### config.mk
export PLATFORM = sky130hd
export DESIGN_NAME = pll_reset_sequencer_flat
export DESIGN_NICKNAME = d
export VERILOG_FILES = /design/src/rtl/pll_reset_sequencer_pkg.sv /design/src/rtl/pll_reset_sequencer_if.sv /design/src/rtl/pll_reset_sequencer_lock_sync.sv /design/src/rtl/pll_reset_sequencer.sv /design/src/flat_wrapper.sv
export SDC_FILE = /design/constraint.sdc
export NUM_CORES = 1
export LEC_CHECK = 0
export BUFFER_PORTS_ARGS = -buffer_cell sky130_fd_sc_hd__buf_4
export CORE_MARGIN = 2
export CORE_UTILIZATION = 60
export DETAILED_ROUTE_END_ITERATION = 7
export GPL_TIMING_DRIVEN = 0
export PLACE_DENSITY = 0.8
export SLEW_MARGIN = 30
export SYNTH_ARGS = -nofsm -noshare
export SYNTH_HDL_FRONTEND = slang
export SYNTH_SLANG_ARGS = --single-unit
### constraint.sdc
create_clock -name clk -period 3.6 [get_ports clk]
set_input_delay 1.08 -clock clk [delete_from_list [all_inputs] [get_ports clk]]
set_output_delay 1.08 -clock clk [all_outputs]
set_load 0.05 [all_outputs]
### src/rtl/pll_reset_sequencer_pkg.sv
// Shared types and defaults for the PLL reset sequencer: FSM state enum,
// default timing constants and the timer-width helper.
package pll_rst_pkg;

    typedef enum logic [1:0] {
        PLL_RST   = 2'd0,
        WAIT_LOCK = 2'd1,
        STABLE    = 2'd2,
        RUN       = 2'd3
    } pll_rst_state_t;

    localparam int unsigned DEF_SYNC_STAGES    = 2;
    localparam int unsigned DEF_STABLE_CYCLES  = 2700;
    localparam int unsigned DEF_LOCK_TIMEOUT   = 270000;
    localparam int unsigned DEF_PLL_RST_CYCLES = 27;
    localparam int unsigned DEF_CNT_W          = 8;

    // One shared timer must reach the largest of the three terminal counts.
    function automatic int unsigned timer_width(
        input int unsigned lock_timeout,
        input int unsigned stable_cycles,
        input int unsigned pll_rst_cycles
    );
        int unsigned m;
        int unsigned w;
        m = lock_timeout;
        if (stable_cycles > m) m = stable_cycles;
        if (pll_rst_cycles > m) m = pll_rst_cycles;
        w = $clog2(m + 1);
        if (w == 0) w = 1;
        return w;
    endfunction

endpackage

### src/rtl/pll_reset_sequencer_if.sv
// Lock/request inputs and reset/status outputs of the PLL reset sequencer.
interface pll_reset_sequencer_if #(
    parameter int unsigned CNT_W = 8
);
    logic             lock_in;
    logic             req_rst;
    logic             pll_reset;
    logic             sys_reset;
    logic             ready;
    logic             lock_fail;
    logic [CNT_W-1:0] relock_count;

    modport master (
        input  lock_in,
        input  req_rst,
        output pll_reset,
        output sys_reset,
        output ready,
        output lock_fail,
        output relock_count
    );

    modport slave (
        output lock_in,
        output req_rst,
        input  pll_reset,
        input  sys_reset,
        input  ready,
        input  lock_fail,
        input  relock_count
    );
endinterface

### src/rtl/pll_reset_sequencer_lock_sync.sv
// Asynchronous-reset flop chain bringing an asynchronous status bit into clk.
module lock_sync #(
    parameter int unsigned STAGES = 2
) (
    input  logic clk,
    input  logic rst,
    input  logic i_async,
    output logic o_sync
);

    logic [STAGES-1:0] r_chain;

    always_ff @(posedge clk or posedge rst) begin
        if (rst) begin
            r_chain <= '0;
        end else begin
            r_chain <= {r_chain[STAGES-2:0], i_async};
        end
    end

    assign o_sync = r_chain[STAGES-1];

endmodule

### src/rtl/pll_reset_sequencer.sv
// Sequences the PLL RESET pin and holds the system reset until the
// synchronized lock has been stable for STABLE_CYCLES cycles.
module pll_reset_sequencer
    import pll_rst_pkg::*;
#(
    parameter int unsigned SYNC_STAGES    = DEF_SYNC_STAGES,
    parameter int unsigned STABLE_CYCLES  = DEF_STABLE_CYCLES,
    parameter int unsigned LOCK_TIMEOUT   = DEF_LOCK_TIMEOUT,
    parameter int unsigned PLL_RST_CYCLES = DEF_PLL_RST_CYCLES,
    parameter int unsigned CNT_W          = DEF_CNT_W
) (
    input logic                    clk,
    input logic                    reset,
    pll_reset_sequencer_if.master  bus
);

    localparam int unsigned TW = timer_width(LOCK_TIMEOUT, STABLE_CYCLES, PLL_RST_CYCLES);
    localparam logic [TW-1:0] PULSE_LAST   = TW'(PLL_RST_CYCLES - 1);
    localparam logic [TW-1:0] TIMEOUT_LAST = TW'(LOCK_TIMEOUT - 1);
    localparam logic [TW-1:0] STABLE_LAST  = TW'(STABLE_CYCLES - 1);

    logic             w_lock_s;
    pll_rst_state_t   r_state;
    pll_rst_state_t   w_next_state;
    logic [TW-1:0]    r_timer;
    logic             w_timer_clr;
    logic             w_relock_inc;
    logic             w_fail_set;

    logic             r_pll_reset;
    logic             r_sys_reset;
    logic             r_ready;
    logic             r_lock_fail;
    logic [CNT_W-1:0] r_relock_count;

    lock_sync #(
        .STAGES (SYNC_STAGES)
    ) u_lock_sync (
        .clk     (clk),
        .rst     (reset),
        .i_async (bus.lock_in),
        .o_sync  (w_lock_s)
    );

    always_ff @(posedge clk or posedge reset) begin
        if (reset) begin
            r_state <= PLL_RST;
        end else begin
            r_state <= w_next_state;
        end
    end

    // Lock-driven transitions are resolved first so a lock drop in RUN still
    // counts when req_rst overrides the destination in the same cycle.
    always_comb begin
        w_next_state = r_state;
        w_relock_inc = 1'b0;
        w_fail_set   = 1'b0;
        case (r_state)
            PLL_RST: begin
                if (r_timer == PULSE_LAST) w_next_state = WAIT_LOCK;
            end
            WAIT_LOCK: begin
                if (w_lock_s) begin
                    w_next_state = STABLE;
                end else if (r_timer == TIMEOUT_LAST) begin
                    w_next_state = PLL_RST;
                    w_fail_set   = 1'b1;
                end
            end
            STABLE: begin
                if (!w_lock_s) begin
                    w_next_state = WAIT_LOCK;
                end else if (r_timer == STABLE_LAST) begin
                    w_next_state = RUN;
                end
            end
            RUN: begin
                if (!w_lock_s) begin
                    w_next_state = WAIT_LOCK;
                    w_relock_inc = 1'b1;
                end
            end
            default: w_next_state = PLL_RST;
        endcase
        if (bus.req_rst) begin
            w_next_state = PLL_RST;
            w_fail_set   = 1'b0;
        end
        w_timer_clr = bus.req_rst || (w_next_state != r_state);
    end

    // The timer is idle in RUN, so it never has to count past the largest
    // terminal value.
    always_ff @(posedge clk or posedge reset) begin
        if (reset) begin
            r_timer <= '0;
        end else if (w_timer_clr) begin
            r_timer <= '0;
        end else if (r_state != RUN) begin
            r_timer <= r_timer + 1'b1;
        end
    end

    always_ff @(posedge clk or posedge reset) begin
        if (reset) begin
            r_pll_reset    <= 1'b1;
            r_sys_reset    <= 1'b1;
            r_ready        <= 1'b0;
            r_lock_fail    <= 1'b0;
            r_relock_count <= '0;
        end else begin
            r_pll_reset <= (w_next_state == PLL_RST);
            r_sys_reset <= (w_next_state != RUN);
            r_ready     <= (w_next_state == RUN);
            if (w_fail_set) begin
                r_lock_fail <= 1'b1;
            end
            if (w_relock_inc && (r_relock_count != '1)) begin
                r_relock_count <= r_relock_count + 1'b1;
            end
        end
    end

    assign bus.pll_reset    = r_pll_reset;
    assign bus.sys_reset    = r_sys_reset;
    assign bus.ready        = r_ready;
    assign bus.lock_fail    = r_lock_fail;
    assign bus.relock_count = r_relock_count;

endmodule

### src/flat_wrapper.sv
// flat-port wrapper written by rule: the top's interface ports become plain ports
module pll_reset_sequencer_flat import pll_rst_pkg::*;
#(
    parameter int unsigned SYNC_STAGES    = DEF_SYNC_STAGES,
    parameter int unsigned STABLE_CYCLES  = DEF_STABLE_CYCLES,
    parameter int unsigned LOCK_TIMEOUT   = DEF_LOCK_TIMEOUT,
    parameter int unsigned PLL_RST_CYCLES = DEF_PLL_RST_CYCLES,
    parameter int unsigned CNT_W          = DEF_CNT_W
)
  (clk, reset, bus_lock_in, bus_req_rst, bus_pll_reset, bus_sys_reset, bus_ready, bus_lock_fail, bus_relock_count);
  pll_reset_sequencer_if #(.CNT_W(CNT_W)) bus_i ();
  input logic clk;
  input logic reset;
  input wire logic [$bits(bus_i.lock_in)-1:0] bus_lock_in;
  input wire logic [$bits(bus_i.req_rst)-1:0] bus_req_rst;
  output wire logic [$bits(bus_i.pll_reset)-1:0] bus_pll_reset;
  output wire logic [$bits(bus_i.sys_reset)-1:0] bus_sys_reset;
  output wire logic [$bits(bus_i.ready)-1:0] bus_ready;
  output wire logic [$bits(bus_i.lock_fail)-1:0] bus_lock_fail;
  output wire logic [$bits(bus_i.relock_count)-1:0] bus_relock_count;
  assign bus_i.lock_in = bus_lock_in;
  assign bus_i.req_rst = bus_req_rst;
  assign bus_pll_reset = bus_i.pll_reset;
  assign bus_sys_reset = bus_i.sys_reset;
  assign bus_ready = bus_i.ready;
  assign bus_lock_fail = bus_i.lock_fail;
  assign bus_relock_count = bus_i.relock_count;
  pll_reset_sequencer #(.SYNC_STAGES(SYNC_STAGES), .STABLE_CYCLES(STABLE_CYCLES), .LOCK_TIMEOUT(LOCK_TIMEOUT), .PLL_RST_CYCLES(PLL_RST_CYCLES), .CNT_W(CNT_W)) u_core (.clk(clk), .reset(reset), .bus(bus_i));
endmodule
==> metrics.md, run 1 <==
| Metric | Value |
|---|---|
| Run status | completed |
| # H-tree levels | 2 |
| CTS tree | yes |
| Maximum vdd drop | 0.249 mV |
| Setup CP Type | input pin to register |
| Mapped Area | 1810 sq um |
| Worst skew pair latency | 340 ps |
| Reg clk slew, reported paths | 110 ps |
| Top cells by area, synth | dfrtp_1 46%, xnor2_1 7.3%, nor2_1 5.8% |
| Post-DP HPWL | 2510 um |
| Routed via count | 1348 |
| Syn nets | 182 |
| Grt ovf | 0 |
| Setup WS pre-CTS | 809 ps |
| Slew margin rel. | 0.430 |
| Top FF cell, synth | dfrtp_1 |
| Share of cells above drive strength 1 | 0.202 |
| Critical path data arrival time | 2710 ps |
| Top cell type's share of synthesized area | 0.457 |
| DIE AREA | 3470 sq um |
| Post-synth top area cell | dfrtp_1 |
| Core ar. | 2810 sq um |
| CP Data Required Time | 3830 ps |
| P&R area growth vs syn | 11.6% |
| Synthesized instance count | 175 |
| GPL Wtd Cong | 0.791 |
| Worst Path Max Fanout | 7 |
| Maximum clock insertion buffer count | 2 |
| Netlist cell types | 40 |
| Port buffer count | 15 |
| Final Max Slew Viols | 0 |
| Fmax | 402 MHz |
| Worst Setup Start Kind | input pin |
| Worst min path class | register to register |
| Leakage power | 0.884 nW |
| Hold Vio Cnt, Final | 0 |
| CP peak stage delay | 740 ps |
| Final setup fails | 0 |
| Synth Area in Compound Gates | 0.0706 |
| DRC | 0 |
| Worst Skew | 8.49 ps |
| Pwr Density | 317 nW/um^2 |
| FF+latch count, synth | 35 |
| Tcrit/Tclk final | 0.691 |
| Initial DRC count | 73 |
| Overall power | 640 uW |
| Largest net degree at the start of global routing | 36 |
| Ys async rst share | 1.00 |
| Drt total wl | 3500 um |
| Xor/xnor share of the synthesized area | 0.116 |
| # resized after CTS | 0 |
| DR WL/cell | 15.3 um |
| Initial antenna violation count | 0 |
| Minimum clock period | 2490 ps |
| Slew @ Worst Pin | 847 ps |
| Largest family of logic cells by synthesized area | simple AND/OR/NAND/NOR gates |
| Die X | 58.9 um |
| Setup_tns | 0 ps |
| 1st-pass router iterations | 4 |
| Post-CTS Setup Bufs | 0 |
| Vias/cell | 5.89 |
| Root Driver | clkbuf_4 |
| Ys Warns | 0 |
| Slowest CP cell | nor4_1 |
| Die Ht | 58.9 um |
| Initial core utilization | 0.645 |
| Row cnt | 19 |
| Post-synth EDFFs | 0 |
| Boundary pin count | 16 |
| Max-cap viol count | 0 |
| RSZ-0062 raised after global routing | false |
| Antenna viol nets, final | 0 |
| CP cell instances | buf_4 > and4b_1 > buf_6 > nor4_1 > nand4_1 > xor2_1 > nor2_1 |
| Worst setup EP type | register |
| Post-Synth Adder-Cell Area | 0.0208 |
| NumNets Final | 204 |
| Post-route setup slack | 1110 ps |
| Gr usage total | 0.241 |
| Post-synthesis mux area share | 0.00623 |
| Num CTS Buffers | 5 |
| Hold_buf cts | 0 |
| Syn avg cell area | 10.3 sq um |
| Synth Area in Simple Gates | 0.272 |
| Number of diodes | 0 |
| Vias in the first global route | 1341 |
| Sequential share of the synthesized area | 0.486 |
| CTS sink count | 35 |
| Global-route wire length before repair | 6130 um |
Yosys cell counts (2+ instances only):
cell type and number:
nand4_1 10, or3_1 2, a21oi_1 3, nand3_1 4
ha_1 3, inv_1 5, nand2_1 14, dfstp_2 2
nor3_2 3, nor3_1 2, o31ai_1 2, nor2_1 28
nor4_1 2, nor2b_1 3, a31oi_1 2, dfrtp_1 33
buf_6 2, buf_2 2, and2_1 2, a22oi_1 2
xnor2_1 15, nand2b_1 2, xor2_1 9, and3_1 5
nor3b_1 2, a311oi_1 2
worst max-delay path: cells and delay by family:
family                    cells  cell delay [ps]
xor gates and xnor gates      1              180
buffers and inverters         2              250
and+or+nand+nor               4             1210
stage by stage:
stage / instance area, sq um / hold slack, ps / utilization / instances
final: 2020 / 376 / 0.719 / 229
after global routing: 2020 / 386 / 0.719 / 229
after CTS: 2020 / 376 / 0.719 / 229
after detailed placement: 1960 / 341 / 0.698 / 221
after global placement: 1960 / 332 / 0.698 / 221
after floorplan: 1810 / 331 / - / 175
layout make-up:
cell class | instances | area (sq um)
repair buffers | 15 | 113
multi-input cells | 131 | 878
plain buffers | 4 | 32.5
clock buffers | 5 | 37.5
flip-flops and latches | 35 | 878
fillers | 221 | 788
inverters | 5 | 18.8
clock inverters | 3 | 20.0
well taps | 31 | 38.8
cell usage in the layout, fill, tap and decap left out, drive strengths merged, types with 3 or more instances in the layout:
cell type	count
a21oi	3
and3	5
buf	19
clkbuf	5
dfrtp	33
ha	3
inv	5
nand2	14
nand3	4
nand4	10
nor2	28
nor2b	3
nor3	5
nor3b	3
nor4	3
o31ai	3
xnor2	15
xor2	9
logic make-up after synthesis:
kind of cell	Yosys count
buf+inv	9
compound gates	16
mux	1
flops	35
fa+ha+maj	3
xor+xnor	24
simple gates	87
registers in the layout, indices dropped and copies added (netlist names):
signal                      cells
u_core.r_state                  2
u_core.bus.pll_reset            1
u_core.bus.lock_fail            1
u_core.bus.sys_reset            1
u_core.r_timer                 19
u_core.bus.ready                1
u_core.u_lock_sync.r_chain      2
u_core.bus.relock_count         8
power breakdown:
part	switching (mW)	internal, mW
registers	0.00435	0.397
logic	0.0198	0.00920
clock network	0.136	0.0745
total	0.160	0.481
layer usage:
metal / wire, um / GRT usage / share of wire
met2: 1750 / 0.394 / 0.50
met5: 0 / 0 / 0
met1: 1530 / 0.299 / 0.44
met3: 153 / 0.0725 / 0.044
met4: 58 / 0.0942 / 0.017
final timing paths:
check,start,to,slack (ps),cells past startpoint
worst max-delay path,bus_req_rst,u_core.r_timer[15],1110,7
max in group asynchronous,reset,u_core.r_timer[12],2310,2
worst max register to register,u_core.r_timer[2],u_core.r_timer[10],1300,5
worst min register to register,u_core.u_lock_sync.r_chain[0],u_core.u_lock_sync.r_chain[1],380,0
min in group asynchronous,reset,u_core.bus.relock_count[3],830,2
worst min-delay path,u_core.u_lock_sync.r_chain[0],u_core.u_lock_sync.r_chain[1],380,0
No activity file was read; power rests on OpenSTA's default activity.
==> run 2: changes to the inputs <==
--- a/config.mk
+++ b/config.mk
@@ -7,10 +7,10 @@
 export LEC_CHECK = 0
 export BUFFER_PORTS_ARGS = -buffer_cell sky130_fd_sc_hd__buf_4
 export CORE_MARGIN = 2
-export CORE_UTILIZATION = 60
+export CORE_UTILIZATION = 52
 export DETAILED_ROUTE_END_ITERATION = 7
 export GPL_TIMING_DRIVEN = 0
-export PLACE_DENSITY = 0.8
+export PLACE_DENSITY = 0.74
 export SLEW_MARGIN = 30
 export SYNTH_ARGS = -nofsm -noshare
 export SYNTH_HDL_FRONTEND = slang
==> constraint.sdc (replaced) <==
create_clock -name clk -period 2.1 [get_ports clk]
set_input_delay 0.63 -clock clk [delete_from_list [all_inputs] [get_ports clk]]
set_output_delay 0.63 -clock clk [all_outputs]
set_load 0.05 [all_outputs]
==> metrics.md, run 2 (synthesized netlist as in run 1, its figures left out) <==
| Metric | Value |
|---|---|
| Run status | complete, but fails checks |
| Failing checks | setup timing |
| Reg clk slew, reported paths | 100 ps |
| 1st-pass router iterations | 5 |
| Tcrit/Tclk final | 1.00 |
| Critical path data arrival time | 2370 ps |
| NumNets Final | 208 |
| CTS sink count | 35 |
| Share of cells above drive strength 1 | 0.252 |
| Vias/cell | 5.54 |
| CP Data Required Time | 2370 ps |
| Worst min path class | register to register |
| Commonest non-fill, non-tap cell in the layout | dfrtp_1 |
| P&R area growth vs syn | 17.6% |
| Grt ovf | 0 |
| # H-tree levels | 2 |
| Hold Vio Cnt, Final | 0 |
| Initial core utilization | 0.542 |
| Global-route wire length before repair | 6220 um |
| Maximum vdd drop | 0.393 mV |
| Post-route setup slack | -5.70 ps |
| Final Max Slew Viols | 0 |
| DIE AREA | 3960 sq um |
| Setup CP Type | register to register |
| Largest reg by FF count | u_core.r_timer |
| Worst setup EP type | register |
| Max-cap viol count | 0 |
| Gr usage total | 0.200 |
| Die Ht | 63.0 um |
| Num CTS Buffers | 5 |
| Slew margin rel. | 0.525 |
| Initial DRC count | 72 |
| Hold_ws | 357 ps |
| Initial antenna violation count | 0 |
| Routed via count | 1375 |
| Number of diodes | 0 |
| Port buffer count | 15 |
| Maximum clock insertion buffer count | 2 |
| Most frequent cells in the layout | 31 x dfrtp_1, 27 x nor2_1, 21 x buf_4 |
| DR WL/cell | 14.4 um |
| Slew @ Worst Pin | 712 ps |
| DRC | 0 |
| Die X | 63.0 um |
| GPL Wtd Cong | 0.812 |
| Fmax | 475 MHz |
| Vias in the first global route | 1410 |
| Boundary pin count | 16 |
| CTS tree | yes |
| Leakage power | 0.957 nW |
| Worst Skew | 8.26 ps |
| Worst Setup Start Kind | register |
| Drt total wl | 3580 um |
| Worst Path Max Fanout | 5 |
| Post-DP HPWL | 2480 um |
| Antenna viol nets, final | 0 |
| Hold_buf cts | 0 |
| Placed cells | 236 |
| Root Driver | clkbuf_4 |
| Max FFs per register | 19 |
| Minimum clock period | 2110 ps |
| Largest net degree at the start of global routing | 36 |
| Pwr Density | 543 nW/um^2 |
| Fin cells | 248 |
| RSZ-0062 raised after global routing | true |
| Row cnt | 21 |
| Util after Layout | 0.637 |
| Core ar. | 3340 sq um |
| Setup_tns | -5.70 ps |
| Final setup fails | 1 |
| Worst skew pair latency | 340 ps |
-- run 2: changes by cell type in the layout (fill, tap and decap cells not counted), sizes merged --
| cell | previous run | this run |
|---|---|---|
| clkinv | 1 | 0 |
| clkbuf | 5 | 8 |
| buf | 19 | 23 |
| clkinvlp | 2 | 0 |
-- run 2: routing by layer --
metal / track usage / vias to the layer above / share of wire
li1: - / 667 / -
met4: 0.0833 / 0 / 0.0076
met1: 0.242 / 669 / 0.42
met3: 0.0324 / 3 / 0.034
met2: 0.352 / 36 / 0.54
met5: 0 / - / 0
-- run 2: metrics by stage --
| step | cell area, sq um | setup slack (ps) | power [mW] |
|---|---|---|---|
| final | 2130 | -5.70 | 1.15 |
| after floorplan | 1810 | 21.4 | 0.734 |
| after CTS | 2070 | 5.41 | 1.16 |
| after global placement | 1980 | -289 | 0.748 |
| after detailed placement | 1980 | -324 | 0.750 |
| after global routing | 2130 | -118 | 1.21 |
-- run 2: path summary, 6_finish.rpt --
path	cells past startpoint	from	end	slack (ps)
worst max-delay path	4	u_core.r_timer[14]	u_core.bus.sys_reset	-6
worst min-delay path	0	u_core.u_lock_sync.r_chain[0]	u_core.u_lock_sync.r_chain[1]	360
worst max register to register	4	u_core.r_timer[14]	u_core.bus.sys_reset	-6
worst min register to register	0	u_core.u_lock_sync.r_chain[0]	u_core.u_lock_sync.r_chain[1]	360
max in group asynchronous	2	reset	u_core.u_lock_sync.r_chain[1]	1200
min in group asynchronous	2	reset	u_core.r_timer[11]	400
-- run 2: cell type report --
| class | instances | area (sq um) |
|---|---|---|
| Buffer | 2 | 22.5 |
| Clock buffer | 8 | 68.8 |
| Fill cell | 284 | 1210 |
| Inverter | 5 | 18.8 |
| Multi-Input combinational cell | 131 | 921 |
| Sequential cell | 35 | 881 |
| Tap cell | 46 | 57.6 |
| Timing Repair Buffer | 21 | 158 |
-- run 2: timing repair --
action / CTS / global route
gates resized for setup: 2 / 8
buffers inserted: 2 / 4
pin swaps: 2 / 2
hold endpoints to repair: 0 / 0
setup endpoints to repair: 13 / 17
-- run 2: power by group --
group          internal (mW)  leakage, nW  total (mW)  switching (mW)
Clock                  0.197       0.0386       0.413           0.217
Combinational         0.0179        0.446      0.0516          0.0336
Sequential             0.680        0.472       0.689         0.00845
-- run 2: worst max-delay path: stages (launching register included) --
cell	delay, ps
dfrtp_1	400
or4_4	570
nor4_4	370
a31oi_1	210
or3b_2	480
==> run 3: changes to the inputs <==
--- a/config.mk
+++ b/config.mk
@@ -5,7 +5,7 @@
 export SDC_FILE = /design/constraint.sdc
 export NUM_CORES = 1
 export LEC_CHECK = 0
-export BUFFER_PORTS_ARGS = -buffer_cell sky130_fd_sc_hd__buf_4
+export BUFFER_PORTS_ARGS = -buffer_cell sky130_fd_sc_hd__buf_2
 export CORE_MARGIN = 2
 export CORE_UTILIZATION = 52
 export DETAILED_ROUTE_END_ITERATION = 7
==> metrics.md, run 3 (synthesized netlist as in run 1, its figures left out) <==
| Metric | Value |
|---|---|
| Run status | completed |
| DRC | 0 |
| DR WL/cell | 14.6 um |
| Commonest non-fill, non-tap cell in the layout | dfrtp_1 |
| Setup_tns | 0 ps |
| CTS sink count | 35 |
| Maximum vdd drop | 0.287 mV |
| Drt total wl | 3660 um |
| Worst Setup Start Kind | register |
| DIE AREA | 3960 sq um |
| Psw | 263 uW |
| CTS tree | yes |
| Num CTS Buffers | 5 |
| Core ar. | 3340 sq um |
| Tcrit/Tclk final | 0.971 |
| Max FFs per register | 19 |
| Pwr Density | 552 nW/um^2 |
| Worst min path class | register to register |
| Slew @ Worst Pin | 703 ps |
| Row cnt | 21 |
| Leakage power | 0.934 nW |
| Vias in the first global route | 1369 |
| Fmax | 490 MHz |
| Fill count | 301 |
| Boundary pin count | 16 |
| Worst Skew | 8.13 ps |
| Hold Vio Cnt, Final | 0 |
| GPL Wtd Cong | 0.821 |
| Maximum clock insertion buffer count | 2 |
| Placement Cell Area | 1940 sq um |
| Pint | 898 uW |
| Fin cells | 250 |
| # H-tree levels | 2 |
| Worst setup EP type | register |
| Comb pwr share | 0.049 |
| Initial core utilization | 0.542 |
| Placed cells | 236 |
| Post-DP HPWL | 2450 um |
| Number of diodes | 0 |
| Antenna viol nets, final | 0 |
| RSZ-0062 raised after global routing | true |
| Cell area after layout | 2100 sq um |
| Share of cells above drive strength 1 | 0.265 |
| Slew margin rel. | 0.530 |
| Util after Layout | 0.631 |
| P&R area growth vs syn | 16.4% |
| Hold_ws | 380 ps |
| NumNets Final | 210 |
| Critical path data arrival time | 2270 ps |
| Grt ovf | 0 |
| Multi-input gate area | 918 sq um |
| Initial DRC count | 43 |
| Reg clk slew, reported paths | 110 ps |
| Clock power frac | 0.358 |
| Gr usage total | 0.199 |
| Worst skew pair latency | 340 ps |
| Initial antenna violation count | 0 |
| Largest reg by FF count | u_core.r_timer |
| Most frequent cells in the layout | 29 x dfrtp_1, 28 x nor2_1, 15 x xnor2_1, 15 x buf_2, 14 x nand2_1 |
| 1st-pass router iterations | 4 |
| Routed via count | 1407 |
| FF/Latch Area | 883 sq um |
| CP Data Required Time | 2330 ps |
| Global-route wire length before repair | 6150 um |
| Max-cap viol count | 0 |
| Worst Path Max Fanout | 5 |
| Final Max Slew Viols | 0 |
| Die X | 63.0 um |
| Vias/cell | 5.63 |
| Largest net degree at the start of global routing | 36 |
| Port buffer count | 15 |
| Die Ht | 63.0 um |
| Reg power frac | 0.593 |
| Root Driver | clkbuf_4 |
| Setup CP Type | register to register |
| Minimum clock period | 2040 ps |
| Final setup fails | 0 |
| Sw frac | 0.227 |
## run 3: changes by cell type in the layout (fill, tap and decap cells not counted), sizes merged
cell,delta
buf,+2
## run 3: final timing paths
kind / from / endpoint / slack [ps] / cells after the start
setup / recovery: u_core.r_timer[14] / u_core.r_timer[5] / 60 / 6
hold / removal: u_core.u_lock_sync.r_chain[0] / u_core.u_lock_sync.r_chain[1] / 380 / 0
setup reg to reg: u_core.r_timer[14] / u_core.r_timer[5] / 60 / 6
hold reg to reg: u_core.u_lock_sync.r_chain[0] / u_core.u_lock_sync.r_chain[1] / 380 / 0
max in group asynchronous: reset / u_core.u_lock_sync.r_chain[1] / 1210 / 2
min in group asynchronous: reset / u_core.r_timer[12] / 390 / 2
## run 3: power by group through the flow
stage	Combinational, mW	Sequential [mW]	Clock, mW
final	0.0565	0.688	0.416
after CTS	0.0527	0.687	0.428
after global routing	0.0659	0.690	0.467
after detailed placement	0.0491	0.700	0
after global placement	0.0472	0.699	0
after floorplan	0.0354	0.698	0
## run 3: through the flow
stage | setup WS [ps] | power (mW)
final | 59.9 | 1.16
after global routing | -54.4 | 1.22
after CTS | 33.8 | 1.17
after detailed placement | -491 | 0.749
after global placement | -319 | 0.746
after floorplan | 21.4 | 0.734
## run 3: routing by layer
| metal | global-route usage | vias up | share of wire |
|---|---|---|---|
| met3 | 0.0541 | 10 | 0.048 |
| met2 | 0.335 | 40 | 0.52 |
| met5 | 0 | - | 0 |
| li1 | - | 669 | - |
| met1 | 0.241 | 688 | 0.41 |
| met4 | 0.0806 | 0 | 0.020 |
## run 3: repair_timing
action,4_1_cts,5_1_grt
hold buffers,0,0
resized for setup,2,9
setup endpoints to repair,13,12
pin swaps,2,1
buffers inserted,2,6
## run 3: area by class of cell
type	count	share of cell area
Inverter	5	0.00892
Clock buffer	8	0.0327
Tap cell	46	0.0273
Sequential cell	35	0.420
Timing Repair Buffer	23	0.0642
Multi-Input combinational cell	131	0.436
Buffer	2	0.0107
## run 3: worst max-delay path: stages, from the launching register on
cell	delay (ps)
dfrtp_1	420
or4_4	580
nor4_4	290
a311oi_2	180
o31ai_4	230
buf_4	180
nor2_1	50
